### config.mk
export PLATFORM = sky130hd
export DESIGN_NAME = bomb_sequencer
export DESIGN_NICKNAME = d
export VERILOG_FILES = /design/src/rtl/bomb_pkg.sv /design/src/rtl/bomb_sequencer_sync.sv /design/src/rtl/bomb_sequencer.sv
export SDC_FILE = /design/constraint.sdc
export NUM_CORES = 1
export LEC_CHECK = 0
export ABC_AREA = 1
export CORE_ASPECT_RATIO = 0.6
export CORE_MARGIN = 1.5
export CORE_UTILIZATION = 40
export CTS_CLUSTER_DIAMETER = 30
export DETAILED_ROUTE_END_ITERATION = 8
export MAX_ROUTING_LAYER = met4
export PLACE_DENSITY = 0.69
export SYNTH_ARGS = -nofsm -noshare
export SYNTH_HDL_FRONTEND = slang
export SYNTH_SLANG_ARGS = --single-unit
### constraint.sdc
create_clock -name CLOCK -period 3.6 [get_ports CLOCK]
set_input_delay 0.72 -clock CLOCK [delete_from_list [all_inputs] [get_ports CLOCK]]
set_output_delay 0.72 -clock CLOCK [all_outputs]
set_load 0.02 [all_outputs]
### src/rtl/bomb_pkg.sv
// Shared types and constants for the bomb-clock puzzle: game states and the
// 7-segment glyphs the hint block shows.
package bomb_pkg;

    typedef enum logic [2:0] {
        IDLE,
        FASE_A,
        FASE_B,
        DESARMADA,
        EXPLODIU
    } estado_t;

    // Active-low segments, bit order gfedcba.
    localparam logic [6:0] MAIOR   = 7'b0001001;
    localparam logic [6:0] MENOR   = 7'b1000111;
    localparam logic [6:0] APAGADO = 7'b1111111;

endpackage

### src/rtl/bomb_sequencer_sync.sv
// Two-flop synchronizer followed by a registered rising-edge detector; one
// PULSO per low-to-high transition of SINAL, three clocks after it is sampled.
module sync_edge_detect (
    input  logic CLOCK,
    input  logic RESET,
    input  logic SINAL,
    output logic PULSO
);

    logic [2:0] sync_q;

    always_ff @(posedge CLOCK) begin
        if (RESET) begin
            sync_q <= '0;
            PULSO  <= 1'b0;
        end else begin
            sync_q <= {sync_q[1:0], SINAL};
            PULSO  <= sync_q[1] & ~sync_q[2];
        end
    end

endmodule

### src/rtl/bomb_sequencer.sv
// Game controller for the bomb-clock puzzle: two-stage password hunt, countdown
// timer, attempt budget and the defused/exploded verdict.
//
// state     | meaning
// IDLE      | waiting for START, timer frozen, hint block disabled
// FASE_A    | hunting the 4-bit password A, timer running
// FASE_B    | hunting the 3-bit password B, timer running
// DESARMADA | defused, terminal until RESET
// EXPLODIU  | exploded, terminal until RESET
module bomb_sequencer
    import bomb_pkg::*;
#(
    parameter int TICKS_PER_SEC  = 50_000_000,
    parameter int TEMPO_INICIAL  = 60,
    parameter int TEMPO_W        = 7,
    parameter int MAX_TENTATIVAS = 8,
    parameter int PENALIDADE     = 5
) (
    input  logic               CLOCK,
    input  logic               RESET,
    input  logic               START,
    input  logic               ENTER,
    input  logic [3:0]         TENTATIVA,
    input  logic [3:0]         SENHA_A,
    input  logic [2:0]         SENHA_B,
    output logic               ENABLE_DICA,
    output logic               ACERTOU_SENHA_A,
    output logic               ENTER_DICA,
    output logic [TEMPO_W-1:0] TEMPO_RESTANTE,
    output logic [3:0]         TENTATIVAS_RESTANTES,
    output logic               DESARMADA,
    output logic               EXPLODIU
);

    localparam int                 PRESC_W      = (TICKS_PER_SEC > 1) ? $clog2(TICKS_PER_SEC) : 1;
    localparam logic [PRESC_W-1:0] PRESC_MAX    = PRESC_W'(TICKS_PER_SEC - 1);
    localparam logic [TEMPO_W-1:0] TEMPO_RELOAD = TEMPO_W'(TEMPO_INICIAL);
    localparam logic [3:0]         TENT_RELOAD  = 4'(MAX_TENTATIVAS);
    localparam logic [TEMPO_W:0]   PEN_EXT      = (TEMPO_W + 1)'(PENALIDADE);

    estado_t            estado;
    logic [PRESC_W-1:0] prescaler;
    logic               ep;
    logic               em_jogo;
    logic               tick;
    logic               acerto;
    logic               sem_recursos;
    logic [TEMPO_W-1:0] tempo_tick;
    logic [TEMPO_W-1:0] tempo_pen;

    // Subtraction one bit wider than the counter; a set top bit means underflow.
    function automatic logic [TEMPO_W-1:0] sub_sat(input logic [TEMPO_W-1:0] a,
                                                   input logic [TEMPO_W:0]   b);
        logic [TEMPO_W:0] d;
        d = {1'b0, a} - b;
        return d[TEMPO_W] ? '0 : d[TEMPO_W-1:0];
    endfunction

    sync_edge_detect u_enter_sync (
        .CLOCK (CLOCK),
        .RESET (RESET),
        .SINAL (ENTER),
        .PULSO (ep)
    );

    always_comb begin
        em_jogo      = (estado == bomb_pkg::FASE_A) || (estado == bomb_pkg::FASE_B);
        tick         = em_jogo && (prescaler == PRESC_MAX);
        acerto       = (estado == bomb_pkg::FASE_A) ? (TENTATIVA == SENHA_A)
                                                    : (TENTATIVA[2:0] == SENHA_B);
        sem_recursos = (TEMPO_RESTANTE == '0) || (TENTATIVAS_RESTANTES == 4'd0);
        tempo_tick   = sub_sat(TEMPO_RESTANTE, {{TEMPO_W{1'b0}}, tick});
        tempo_pen    = sub_sat(TEMPO_RESTANTE, PEN_EXT + {{TEMPO_W{1'b0}}, tick});
    end

    always_ff @(posedge CLOCK) begin
        if (RESET) begin
            estado               <= bomb_pkg::IDLE;
            prescaler            <= '0;
            TEMPO_RESTANTE       <= TEMPO_RELOAD;
            TENTATIVAS_RESTANTES <= TENT_RELOAD;
            ENABLE_DICA          <= 1'b0;
            ACERTOU_SENHA_A      <= 1'b0;
            ENTER_DICA           <= 1'b0;
            DESARMADA            <= 1'b0;
            EXPLODIU             <= 1'b0;
        end else begin
            ENTER_DICA <= ep && em_jogo;

            if (em_jogo) begin
                prescaler <= tick ? '0 : prescaler + 1'b1;
            end

            unique case (estado)
                bomb_pkg::IDLE: begin
                    if (START) begin
                        estado               <= bomb_pkg::FASE_A;
                        prescaler            <= '0;
                        TEMPO_RESTANTE       <= TEMPO_RELOAD;
                        TENTATIVAS_RESTANTES <= TENT_RELOAD;
                        ENABLE_DICA          <= 1'b1;
                        ACERTOU_SENHA_A      <= 1'b0;
                    end
                end

                bomb_pkg::FASE_A, bomb_pkg::FASE_B: begin
                    // A correct guess outranks an exhausted timer or budget.
                    if (ep && acerto) begin
                        TEMPO_RESTANTE <= tempo_tick;
                        if (estado == bomb_pkg::FASE_A) begin
                            estado          <= bomb_pkg::FASE_B;
                            ACERTOU_SENHA_A <= 1'b1;
                        end else begin
                            estado      <= bomb_pkg::DESARMADA;
                            ENABLE_DICA <= 1'b0;
                            DESARMADA   <= 1'b1;
                        end
                    end else if (sem_recursos) begin
                        estado      <= bomb_pkg::EXPLODIU;
                        ENABLE_DICA <= 1'b0;
                        EXPLODIU    <= 1'b1;
                    end else if (ep) begin
                        TEMPO_RESTANTE       <= tempo_pen;
                        TENTATIVAS_RESTANTES <= TENTATIVAS_RESTANTES - 4'd1;
                    end else begin
                        TEMPO_RESTANTE <= tempo_tick;
                    end
                end

                default: begin
                end
            endcase
        end
    end

endmodule
After elaboration in Yosys (flattened, before gate mapping)
Index checks and enable logic that the tools add are counted.
{ "word_totals": {"ramBits": 0, "latch_bits": 0, "wordCells": 82, "rom_bits": 0, "mem_count": 0, "ff_bits": 49} }
{ "classes": {"bitwise_logic": 4, "n_mux": 31, "mul": 0, "magnitude_cmp": 0, "n_shift": 0, "div_mod_pow": 0, "add_sub_neg": 5, "n_reduce_logical": 17, "n_eq_ne": 14} }
{ "op_table": {"columns": ["cell", "count"], "rows": [
  ["two-way mux 26 bit", 4],
  ["two-way mux 7 bit", 6],
  ["adder 26 x 1 -> 26 bit, second input constant", 1],
  ["== test 26 bit, second input constant", 1],
  ["two-way mux 4 bit", 4],
  ["case mux 7 bit (2 select lines)", 1],
  ["AND reduction 3 bit", 4],
  ["inequality test 2 bit, second input constant", 5],
  ["two-way mux 1 bit", 9],
  ["two-way mux 3 bit", 3],
  ["inequality test 3 bit, second input constant", 3],
  ["case mux 4 bit (2 select lines)", 1],
  ["AND reduction 4 bit", 2],
  ["subtractor 7 x 1 -> 8 bit", 1],
  ["subtractor 7 x 4 -> 8 bit", 1],
  ["logical NOT 7 bit", 1],
  ["case mux 3 bit (2 select lines)", 1],
  ["AND reduction 5 bit", 1],
  ["adder 3 x 1 -> 4 bit, first input constant", 1],
  ["== test 4 bit", 1],
  ["logical NOT 4 bit", 1],
  ["case mux 1 bit (2 select lines)", 2],
  ["subtractor 4 x 1 -> 4 bit, second input constant", 1],
  ["== test 3 x 1 -> 1 bit, second input constant", 1],
  ["other kinds (10)", 15]
]} }

Logic depth before layout (Yosys ltp)
Gate-level depths: netlist (run 1).
{ "logic_depth": {"word_depth": 10, "mapped_depth": 22, "depth_no_buf": 22} }

Hierarchy
Synthesis (run 1) repeated with hierarchy kept, for this count alone.
{ "unflattened": {"cells_unflattened": 454, "hier_area_um2": 3032.9} }
{ "modules_own_cells": {"columns": ["mod", "area_each_um2", "cells_each", "seq_area_each_um2", "n_inst"], "rows": [
  ["bomb_sequencer", 2917.8, 442, 900.9, 1],
  ["sync_edge_detect", 115.1, 12, 80.1, 1]
]} }

Least setup slack after synthesis (run 1)
No wires, ideal clock.
{ "synth_timing": {"kind": "flip-flop to flip-flop", "startpoint": "reg prescaler[0]", "endpoint": "reg TEMPO_RESTANTE[2]", "setup_ps": 128, "stages_incl_launch_ff": 20, "setup_slack_ps": 928, "required_time_ps": 3472, "t_arrival_ps": 2544, "n_path_buf": 0, "path_cell_list": "dfxtp_1 ha_1 nand2_1 inv_1 nand2_1 nor2_2 nand2_2 inv_2 nand4_1 ha_1 ha_1 fa_1 inv_1 nand4_1 nand3_1 o21ai_0 nand2_1 o21ai_0 o21ai_1 nand3_1"} }
{ "synth_via": {"elab_chain_cells": 9, "word_cells_on_any_way": 11} }
{ "synth_rtl": {"columns": ["element", "line", "rtl"], "rows": [
  ["from (decl)", "bomb_sequencer.sv:42", "logic [PRESC_W-1:0] prescaler;"],
  ["from (signal assigned)", "bomb_sequencer.sv:91", "prescaler <= tick ? '0 : prescaler + 1'b1;"],
  ["== test 26 bit (*)", "bomb_sequencer.sv:68", "tick = em_jogo && (prescaler == PRESC_MAX);"],
  ["logical AND 1 bit (*)", "bomb_sequencer.sv:68", null],
  ["adder 3 x 1 -> 4 bit", "bomb_sequencer.sv:73", "tempo_pen = sub_sat(TEMPO_RESTANTE, PEN_EXT + {{TEMPO_W{1'b0}}, tick});"],
  ["subtractor 7 x 4 -> 8 bit", "bomb_sequencer.sv:55", "d = {1'b0, a} - b;"],
  ["two-way mux 7 bit", "bomb_sequencer.sv:56", "return d[TEMPO_W] ? '0 : d[TEMPO_W-1:0];"],
  ["two-way mux 7 bit", "bomb_sequencer.sv:122", "end else if (ep) begin"],
  ["two-way mux 7 bit", "bomb_sequencer.sv:118", "end else if (sem_recursos) begin"],
  ["two-way mux 7 bit (*)", "bomb_sequencer.sv:108", "if (ep && acerto) begin"],
  ["case mux 7 bit (2 select lines) (*)", "bomb_sequencer.sv:94", "unique case (estado)"],
  ["to (signal assigned)", "bomb_sequencer.sv:109", "TEMPO_RESTANTE <= tempo_tick;"],
  ["to (signal assigned)", "bomb_sequencer.sv:123", "TEMPO_RESTANTE <= tempo_pen;"],
  ["to (signal assigned)", "bomb_sequencer.sv:126", "TEMPO_RESTANTE <= tempo_tick;"],
  ["to (decl)", "bomb_sequencer.sv:29", "output logic [TEMPO_W-1:0] TEMPO_RESTANTE,"]
]} }
Every way passes the cells marked *; elsewhere a longest branch is shown, timed or not. The select of a mux whose other input is x is not followed.
A chain may end at the register's enable or synchronous reset.

Worst setup path after layout (run 1)
Ends and elaborated chain as after synthesis.

==> summary.txt, run 1 <==
Worst setup path
  • Critical path class: reg -> reg
  • Worst Setup End Kind: flop
  • CP Launch Type: flop
  • CP arrival: 3.27 ns
  • CP Data Required Time: 3.76 ns
  • Crit Path Max Fanout: 6

Power and ir drop
  • Leak: 1.52 nW
  • Power per cell area: 580 nW/um^2
  • Maximum vdd drop: 0.343 mV
  • Tot Pwr: 2.11 mW

Timing
  • Peak Freq: 322 MHz
  • Post-route setup TNS: 0 ns
  • Final Max Slew Viols: 0
  • Final setup violation count: 0
  • Rel. slew slack: 68.2%
  • Clock period minus worst slack: 3.11 ns
  • Min setup slack post-route: 0.492 ns
  • Tcrit/Tclk final: 86.3%
  • RSZ-0062 raised after global routing: false
  • Worst-margin pin slew: 0.476 ns
  • Endpoints failing hold: 0
  • Worst Skew: 0.00500 ns

Yosys
  • Synth top area cells: dfxtp_1, nand2_1, nor2_1
  • Area share of the largest cell type after synthesis: 31.6%
  • Yosys reg bits: 49
  • Synthesized Nets: 489
  • FFs w/ async S/R, synth: 0%
  • Mapped Cells: 464
  • Number of distinct library cells after synthesis: 39
  • Post-synth EDFFs: 0
  • Dominant synthesized flop cell: dfxtp_1
  • Mapped cell area: 3110 sq um
  • Post-Syn Area per Cell: 6.69 sq um
  • Leading area contributor after synthesis: dfxtp_1
  • Register area share after synthesis: 31.6%
  • Warnings from Yosys: 0

Place
  • Final GP Congestion: 0.964
  • Port bufs: 30
  • HPWL Detailed: 6.01 mm
  • Pre-CTS WS: 0.511 ns
  • Cell area after placement: 3500 sq um

Cells and area
  • Layout Nets: 519
  • Fill count: 756
  • Most common cell after layout, fill and taps aside: nand2_1
  • Number of diodes: 0
  • Sequential cell area: 981 sq um
  • Synth-to-Final Area Change: 17.2%
  • Area of the multi-input gates: 1810 sq um
  • Design area: 3640 sq um
  • Share of layout cells above drive strength 1: 10.3%
  • Most frequent cells in the layout: nand2_1, nor2_1, inv_1

Routing
  • DRT iter0 DRCs: 277
  • Avg WL per Cell: 13.1 microns
  • Routed Antenna Nets: 0
  • Vias after detailed routing: 2966
  • Vias/cell: 4.96
  • First-pass detailed-route iteration total: 5
  • DR DRC count: 0
  • Final WL: 7.81 mm

CTS
  • Clk sinks: 49
  • CTS max path bufs: 2
  • TritonCTS clock tree: yes
  • Post-CTS Setup Repair Bufs: 0
  • PostCTS Resize Cnt: 0
  • Num CTS Buffers: 5
  • Clock-pin slew on the worst setup and hold paths: 0.06 ns
  • # H-tree levels: 2
  • Clock network latency to the later pin of the worst-skew pair: 0.29 ns
  • Hold-fix buffers, CTS: 0
  • Root buf cell: clkbuf_16

Global route
  • First-pass GRT wire length: 13.0 mm
  • Largest net degree at the start of global routing: 23
  • Initial antenna violation count: 0
  • Vias in the first global route: 2695
  • GR Overflow Total: 0
  • Gr usage total: 20.5%

Floorplanning
  • Die width: 117 microns
  • Core Area: 7390 sq um
  • Standard-cell rows: 24
  • IO Count: 31
  • Die height: 71.3 microns
  • Starting density of the core: 42.0%
  • Die area: 8320 sq um

Status
  • Status: finished, final reports clean

Min path
  • Worst hold path class: reg -> reg

Job
  • Maximum capacitance violations: 0
[metal layers]
metal,track usage [%],share of wire (%)
met1,31.6,54
met2,27.0,37
met3,4.48,7.4
met4,4.28,1.2
met5,-,0
[worst max-delay path, stage by stage, from the launching register on]
cell and delay [ns]:
dfxtp_1 0.36, ha_1 0.17, nand2_1 0.05, inv_1 0.08, nand2_1 0.09, nor2_2 0.13
nand2_2 0.11, inv_2 0.08, nand4_1 0.11, ha_1 0.20, ha_1 0.20, fa_1 0.38
inv_1 0.11, nand4_1 0.28, nand3_1 0.16, o21ai_0 0.09, nand2_1 0.08, o21ai_0 0.09
o21ai_1 0.12, nand3_1 0.07
[logic make-up (layout without fill, tap and decap cells)]
| family | Yosys count | after routing | share of synthesized area (%) |
|---|---|---|---|
| adder cells (fa/ha/maj) | 10 | 10 | 4.27 |
| AND/OR/NAND/NOR | 267 | 267 | 41.3 |
| AO/OA/AOI/OAI | 45 | 45 | 7.94 |
| flip-flops | 49 | 49 | 31.6 |
| XOR/XNOR | 17 | 17 | 4.79 |
| buffers and inverters | 76 | 106 | 10.1 |
[worst paths after layout]
check,start,end,slack [ns],depth (start not counted)
max,prescaler[0],TEMPO_RESTANTE[2],0.49,19
min,u_enter_sync.sync_q[2],u_enter_sync.PULSO,0.39,1
min reg2reg,u_enter_sync.sync_q[2],u_enter_sync.PULSO,0.39,1
max reg2reg,prescaler[0],TEMPO_RESTANTE[2],0.49,19
[area by class of cell]
cell class,instances,area share [%]
clock buffer,7,3.92
inverter,67,7.12
multi-input combinational,339,49.8
sequential,49,27.0
tap,104,3.58
timing repair buffer,32,8.66
[cells in the mapped netlist (2+ instances only)]
| cell type | number |
|---|---|
| nand3_1 | 32 |
| nor3b_1 | 2 |
| nand2_4 | 5 |
| nand2_2 | 6 |
| nand2_1 | 111 |
| a21oi_1 | 26 |
| or2_0 | 2 |
| nor3_1 | 9 |
| nor2_1 | 61 |
| clkbuf_1 | 3 |
| xor2_1 | 11 |
| o21ai_0 | 8 |
| inv_1 | 60 |
| or2_2 | 2 |
| buf_6 | 2 |
| dfxtp_1 | 49 |
| a31oi_1 | 3 |
| nand3_2 | 6 |
| nand4_1 | 15 |
| ha_1 | 9 |
| nor2_2 | 6 |
| buf_2 | 4 |
| o21ai_1 | 3 |
| xnor2_1 | 6 |
| nor3_2 | 4 |
| nor3b_2 | 2 |
| inv_2 | 5 |
[power breakdown]
part / switching (mW) / internal (mW) / total (mW)
clock: 0.196 / 0.273 / 0.470
combinational: 0.601 / 0.346 / 0.947
sequential: 0.0871 / 0.609 / 0.696
[registers in the layout, indices dropped and copies added, names as in the netlist, 3 cells and up]
signal / cells
TEMPO_RESTANTE: 7
estado: 3
prescaler: 26
TENTATIVAS_RESTANTES: 4
u_enter_sync.sync_q: 3
[per-stage QoR]
step	std cells	hold WS, ns	util [%]
after floorplan	464	0.374	-
after global placement	591	0.377	47.3
after detailed placement	591	0.393	47.3
after CTS	598	0.399	49.3
after global routing	598	0.419	49.3
final	598	0.394	49.3
Power figures use the tool's default switching activity.
==> inputs of run 2 (changes only) <==
--- a/config.mk
+++ b/config.mk
@@ -7,12 +7,11 @@
 export LEC_CHECK = 0
 export ABC_AREA = 1
 export CORE_ASPECT_RATIO = 0.6
-export CORE_MARGIN = 1.5
-export CORE_UTILIZATION = 40
+export CORE_UTILIZATION = 55
 export CTS_CLUSTER_DIAMETER = 30
 export DETAILED_ROUTE_END_ITERATION = 8
 export MAX_ROUTING_LAYER = met4
-export PLACE_DENSITY = 0.69
+export PLACE_DENSITY = 0.87
 export SYNTH_ARGS = -nofsm -noshare
 export SYNTH_HDL_FRONTEND = slang
 export SYNTH_SLANG_ARGS = --single-unit
==> run 2 against run 1 <==
Net effect: final area decreased by 3.0%; utilization rose by 18 points; count of clock-buffer cells in the layout decreased by 1; cell count decreased by 6.2%; clock power down 32%; via count increased by 2.9%; power decreased by 7.5%; non-clock buffer count did not move; setup slack lost 0.081 ns; largest cell class unchanged; worst hold slack better by 0.0030 ns; global-route usage increased by 7.2 points; wire length is 3.1% lower; largest power group unchanged.
==> summary.txt, run 2 (same netlist as run 1, synthesis figures left out) <==
Worst setup path
  • CP Launch Type: flop
  • Worst Setup End Kind: flop
  • Crit Path Max Fanout: 6 (unchanged)
  • CP Data Required Time: 3.77 ns (about the same)
  • Critical path class: reg -> reg
  • CP arrival: 3.36 ns (+0.09 ns)

Timing
  • Post-route setup TNS: 0 ns (unchanged)
  • Final Max Slew Viols: 0 (unchanged)
  • Peak Freq: 314 MHz (-2.5%)
  • Worst-margin pin slew: 0.442 ns (-0.0347 ns)
  • Min setup slack post-route: 0.412 ns (-0.0808 ns)
  • Final setup violation count: 0 (unchanged)
  • Worst Skew: 0.0118 ns (+0.00685 ns)
  • Tcrit/Tclk final: 88.6% (+2.2 points)
  • RSZ-0062 raised after global routing: false
  • Endpoints failing hold: 0 (unchanged)
  • Clock period minus worst slack: 3.19 ns (+0.0808 ns)
  • Rel. slew slack: 70.3% (+2.1 points)

Cells and area
  • Most common cell after layout, fill and taps aside: nand2_1
  • Number of diodes: 0 (unchanged)
  • Most flops, register: prescaler
  • Share of layout cells above drive strength 1: 10.5% (+0.18 points)
  • Max reg flops: 26 (unchanged)
  • Synth-to-Final Area Change: 13.7%
  • Layout Nets: 519 (unchanged)
  • Largest regs: prescaler x26, TEMPO_RESTANTE x7, TENTATIVAS_RESTANTES x4
  • Most frequent cells in the layout: nand2_1, nor2_1, inv_1

Power and ir drop
  • NetSw: 867 uW (-2.0%)
  • Maximum vdd drop: 0.304 mV (-11%)
  • Clock group share of total power: 16.4% (-5.8 points)
  • Power per cell area: 554 nW/um^2 (-4.6%)
  • Combinational Power Share: 48.2% (+3.4 points)
  • Switching share of power: 44.3% (+2.5 points)
  • Flop pwr share: 35.5% (+2.6 points)
  • P_int: 1.09 mW (-11%)
  • Leak: 1.49 nW (-1.6%)

Routing
  • Avg WL per Cell: 13.5 microns (+3.3%)
  • DR DRC count: 0 (unchanged)
  • DRT iter0 DRCs: 273 (-1.4%)
  • Final WL: 7.57 mm (-3.1%)
  • Routed Antenna Nets: 0 (unchanged)
  • Vias after detailed routing: 3053 (+2.9%)
  • First-pass detailed-route iteration total: 5 (unchanged)
  • Vias/cell: 5.44 (+9.7%)

CTS
  • # H-tree levels: 2 (unchanged)
  • Clk sinks: 49 (unchanged)
  • Clock-pin slew on the worst setup and hold paths: 0.09 ns (+0.03 ns)
  • Post-CTS Setup Repair Bufs: 0 (unchanged)
  • Root buf cell: clkbuf_8
  • Num CTS Buffers: 5 (unchanged)
  • Clock network latency to the later pin of the worst-skew pair: 0.30 ns (about the same)
  • TritonCTS clock tree: yes
  • CTS max path bufs: 2 (unchanged)
  • Hold-fix buffers, CTS: 0 (unchanged)
  • PostCTS Resize Cnt: 0 (unchanged)

Floorplanning
  • Die width: 99.0 microns (-15%)
  • Standard-cell rows: 20 (-17%)
  • Die height: 60.2 microns (-16%)
  • IO Count: 31 (unchanged)
  • Core Area: 5260 sq um (-29%)
  • Die area: 5960 sq um (-28%)
  • Starting density of the core: 59.1% (+17 points)

Global route
  • Initial antenna violation count: 0 (unchanged)
  • GR Overflow Total: 0 (unchanged)
  • Vias in the first global route: 2761 (+2.4%)
  • Largest net degree at the start of global routing: 23 (unchanged)
  • Gr usage total: 27.8% (+7.2 points)
  • First-pass GRT wire length: 12.6 mm (-3.0%)

Min path
  • Worst hold path class: reg -> reg

Place
  • Port bufs: 30 (unchanged)
  • HPWL Detailed: 5.81 mm (-3.4%)
  • Final GP Congestion: 0.900 (-6.7%)
  • Pre-CTS WS: 0.486 ns (-0.0254 ns)

Status
  • Status: finished, final reports clean

Job
  • Maximum capacitance violations: 0 (unchanged)
## run 2: changes by cell type in the layout (fill, tap and decap cells not counted), sizes merged
cell    previous run  this run
clkinv             1         3
clkbuf             7         6
## run 2: metrics by stage
stage	utilization (%)	cell area, sq um	power (mW)	cells	hold WS [ns]
finish	67.2	3530	1.96	561	0.398
global route	67.2	3530	2.09	561	0.417
CTS	67.2	3530	1.95	561	0.395
detailed placement	65.6	3450	1.63	553	0.383
global placement	65.6	3450	1.61	553	0.378
floorplan	-	3110	1.37	464	0.374
## run 2: path summary, 6_finish.rpt
path	from	endpoint	slack, ns	depth (start not counted)
max	prescaler[0]	TEMPO_RESTANTE[2]	0.41	19
min	u_enter_sync.sync_q[2]	u_enter_sync.PULSO	0.40	1
min reg2reg	u_enter_sync.sync_q[2]	u_enter_sync.PULSO	0.40	1
max reg2reg	prescaler[0]	TEMPO_RESTANTE[2]	0.41	19
## run 2: layout make-up
| type | count | area (sq um) |
|---|---|---|
| clock buffers | 6 | 72.6 |
| clock inverters | 2 | 10.0 |
| fillers | 466 | 1720 |
| inverters | 67 | 259 |
| multi-input cells | 339 | 1810 |
| flip-flops and latches | 49 | 981 |
| well taps | 66 | 82.6 |
| repair buffers | 32 | 315 |
## run 2: metal layers
layer | track usage, % | share of wire, %
met1 | 39.2 | 49
met3 | 5.26 | 9.3
met4 | 4.90 | 0.63
met2 | 41.6 | 41
met5 | - | 0
## run 2: critical path, cell delays in order (launching register included)
cell	delay [ns]
dfxtp_1	0.38
ha_1	0.19
nand2_1	0.06
inv_1	0.08
nand2_1	0.10
nor2_2	0.13
nand2_2	0.11
inv_2	0.07
nand4_1	0.12
ha_1	0.21
ha_1	0.21
fa_1	0.39
inv_1	0.11
nand4_1	0.26
nand3_1	0.16
o21ai_0	0.09
nand2_1	0.08
o21ai_0	0.09
o21ai_1	0.12
nand3_1	0.08
## run 2: power by group through the flow
stage	Clock [mW]	Sequential, mW	Combinational [mW]
2_1_floorplan	0	0.746	0.624
3_3_place_gp	0	0.701	0.908
3_5_place_dp	0	0.703	0.930
4_1_cts	0.326	0.691	0.936
5_1_grt	0.347	0.704	1.03
6_report	0.320	0.694	0.941
==> inputs of run 3 (changes only) <==
--- a/config.mk
+++ b/config.mk
@@ -10,6 +10,7 @@
 export CORE_UTILIZATION = 55
 export CTS_CLUSTER_DIAMETER = 30
 export DETAILED_ROUTE_END_ITERATION = 8
+export GPL_TIMING_DRIVEN = 0
 export MAX_ROUTING_LAYER = met4
 export PLACE_DENSITY = 0.87
 export SYNTH_ARGS = -nofsm -noshare
==> run 3 against run 2 <==
Net effect: via count up 2.5%; clock power increased by 23%; register-to-register slack got worse by 0.07 ns; critical path depth decreased by 3; combinational power is 3.6% higher; power up 5.3%; worst hold slack is essentially flat; sequential cell count unchanged; first-iteration DRC count up 35%; cell count increased by 0.89%; largest cell class unchanged.
==> summary.txt, run 3 (same netlist as run 1, synthesis figures left out) <==
Timing
  • Tcrit/Tclk final: 90.4% (+1.9 points)
  • Endpoints failing hold: 0 (unchanged)
  • Final setup violation count: 0 (unchanged)
  • Worst-margin pin slew: 0.554 ns (+0.112 ns)
  • Clock period minus worst slack: 3.25 ns (+0.0667 ns)
  • Peak Freq: 307 MHz (-2.0%)
  • RSZ-0062 raised after global routing: false
  • Worst Skew: 0.0102 ns (-0.00163 ns)
  • Rel. slew slack: 62.7% (-7.6 points)
  • Post-route setup TNS: 0 ns (unchanged)
  • Final Max Slew Viols: 0 (unchanged)

Worst setup path
  • CP Data Required Time: 3.78 ns (about the same)
  • Crit Path Max Fanout: 6 (unchanged)
  • Worst Setup End Kind: flop
  • Setup slack, reg-to-reg: 0.35 ns (-0.07 ns)
  • CP Launch Type: flop
  • Critical path class: reg -> reg
  • Worst reg2reg path endpoint: TEMPO_RESTANTE[2]
  • Worst r2r src: prescaler[6]
  • Cells on worst reg2reg path: 16 (-3)
  • Worst Setup EP: TEMPO_RESTANTE[2]
  • Worst setup startpoint: prescaler[6]
  • CP arrival: 3.43 ns (+0.07 ns)

Place
  • HPWL Detailed: 6.23 mm (+7.3%)
  • Final GP Congestion: 0.969 (+7.8%)
  • Cell area after placement: 3480 sq um (+0.83%)
  • Port bufs: 29 (-3.3%)

CTS
  • PostCTS Resize Cnt: 0 (unchanged)
  • # H-tree levels: 2 (unchanged)
  • CTS max path bufs: 2 (unchanged)
  • Hold-fix buffers, CTS: 0 (unchanged)
  • Clock network latency to the later pin of the worst-skew pair: 0.31 ns (about the same)
  • Post-CTS Setup Repair Bufs: 0 (unchanged)
  • Root buf cell: clkbuf_8
  • TritonCTS clock tree: yes
  • Clk sinks: 49 (unchanged)
  • Clock-pin slew on the worst setup and hold paths: 0.09 ns (about the same)
  • Num CTS Buffers: 5 (unchanged)

Cells and area
  • Share of layout cells above drive strength 1: 11.2% (+0.69 points)
  • Largest regs: prescaler x26, TEMPO_RESTANTE x7, TENTATIVAS_RESTANTES x4
  • Sequential cell area: 981 sq um (unchanged)
  • Synth-to-Final Area Change: 15.4%
  • Design area: 3580 sq um (+1.4%)
  • Number of diodes: 0 (unchanged)
  • Area of the multi-input gates: 1810 sq um (unchanged)
  • Most common cell after layout, fill and taps aside: nand2_1
  • Layout Nets: 525 (+1.2%)
  • Max reg flops: 26 (unchanged)
  • Most frequent cells in the layout: nand2_1, nor2_1, inv_1
  • Fill count: 453 (-2.8%)
  • Most flops, register: prescaler

Global route
  • First-pass GRT wire length: 12.8 mm (+1.0%)
  • GR Layer Usage met3: 7.49% (+2.2 points)
  • GR Overflow Total: 0 (unchanged)
  • Initial antenna violation count: 0 (unchanged)
  • Gr usage total: 28.9% (+1.1 points)
  • Met1 usage in global routing: 41.5% (+2.3 points)
  • Grt met2 use: 41.0% (-0.60 points)
  • GR peak layer: met1
  • Vias in the first global route: 2656 (-3.8%)
  • Largest net degree at the start of global routing: 15 (-35%)

Power and ir drop
  • P_int: 1.17 mW (+7.8%)
  • NetSw: 885 uW (+2.1%)
  • Clock group share of total power: 19.2% (+2.8 points)
  • Tot Pwr: 2.06 mW (+5.3%)
  • Power per cell area: 575 nW/um^2 (+3.8%)
  • Switching share of power: 43.0% (-1.3 points)
  • Leak: 1.52 nW (+1.9%)
  • Combinational Power Share: 47.3% (-0.9 points)
  • Maximum vdd drop: 0.443 mV (+46%)
  • Flop pwr share: 33.5% (-2.0 points)

Floorplanning
  • Starting density of the core: 59.1% (unchanged)
  • Standard-cell rows: 20 (unchanged)
  • Die area: 5960 sq um (unchanged)
  • Die width: 99.0 microns (unchanged)
  • IO Count: 31 (unchanged)
  • Die height: 60.2 microns (unchanged)
  • Core Area: 5260 sq um (unchanged)

Routing
  • Avg WL per Cell: 14.0 microns (+4.1%)
  • Vias/cell: 5.53 (+1.6%)
  • DR DRC count: 0 (unchanged)
  • First-pass detailed-route iteration total: 7 (+2)
  • Routed Antenna Nets: 0 (unchanged)
  • DRT iter0 DRCs: 368 (+35%)
  • Vias after detailed routing: 3130 (+2.5%)
  • Final WL: 7.95 mm (+5.0%)

Job
  • Maximum capacitance violations: 0 (unchanged)

Min path
  • Worst hold path class: reg -> reg
  • Worst Hold Depth: 1 (unchanged)

Status
  • Status: finished, final reports clean
## run 3: changes by cell type in the layout (fill, tap and decap cells not counted), sizes merged
| cell | before | now |
|---|---|---|
| clkbuf | 6 | 8 |
| clkinv | 3 | 2 |
| clkdlybuf4s50 | 30 | 29 |
| bufinv | 0 | 1 |
| buf | 2 | 6 |
## run 3: power by group through the flow
stage / logic [mW] / clock network, mW / registers [mW]
6_report: 0.975 / 0.394 / 0.690
5_1_grt: 1.08 / 0.411 / 0.699
4_1_cts: 0.965 / 0.394 / 0.689
3_5_place_dp: 0.958 / 0 / 0.701
3_3_place_gp: 0.936 / 0 / 0.698
2_1_floorplan: 0.624 / 0 / 0.746
## run 3: final cells by class
cell class | instances | share of cell area [%]
plain buffers | 9 | 1.50
clock buffers | 5 | 1.92
clock inverters | 2 | 0.978
inverters | 67 | 7.23
multi-input cells | 339 | 50.6
flip-flops and latches | 49 | 27.4
well taps | 66 | 2.31
repair buffers | 29 | 8.10
## run 3: how the worst min path moves through the flow
stage,from,end,slack [ns]
global route,u_enter_sync.sync_q[2],u_enter_sync.PULSO,0.42
detailed placement,u_enter_sync.sync_q[2],u_enter_sync.PULSO,0.38
floorplan,u_enter_sync.sync_q[2],u_enter_sync.PULSO,0.37
finish,u_enter_sync.sync_q[2],u_enter_sync.PULSO,0.40
global placement,u_enter_sync.sync_q[2],u_enter_sync.PULSO,0.38
CTS,u_enter_sync.sync_q[2],u_enter_sync.PULSO,0.39
## run 3: layer usage
layer / up-vias / part of all wire (%)
li1: 1556 / -
met3: 13 / 11
met1: 1401 / 49
met5: - / 0
met4: 0 / 0.67
met2: 160 / 39
## run 3: critical path: stages, from the launching register on
cell	delay, ns
dfxtp_1	0.40
inv_1	0.12
nor4_1	0.50
inv_1	0.09
nor2_1	0.10
nand4_1	0.12
ha_1	0.21
ha_1	0.21
fa_1	0.39
inv_1	0.12
nand4_1	0.27
nand3_1	0.14
o21ai_0	0.09
nand2_1	0.07
o21ai_0	0.09
o21ai_1	0.13
nand3_1	0.09
## run 3: through the flow
step	util [%]	worst slack [ns]	hold slack, ns	std cells
floorplan	-	0.928	0.374	464
global placement	66.2	0.501	0.380	559
finish	68.2	0.345	0.398	566
detailed placement	66.2	0.436	0.379	559
CTS	68.2	0.407	0.394	566
global route	68.2	0.0879	0.420	566
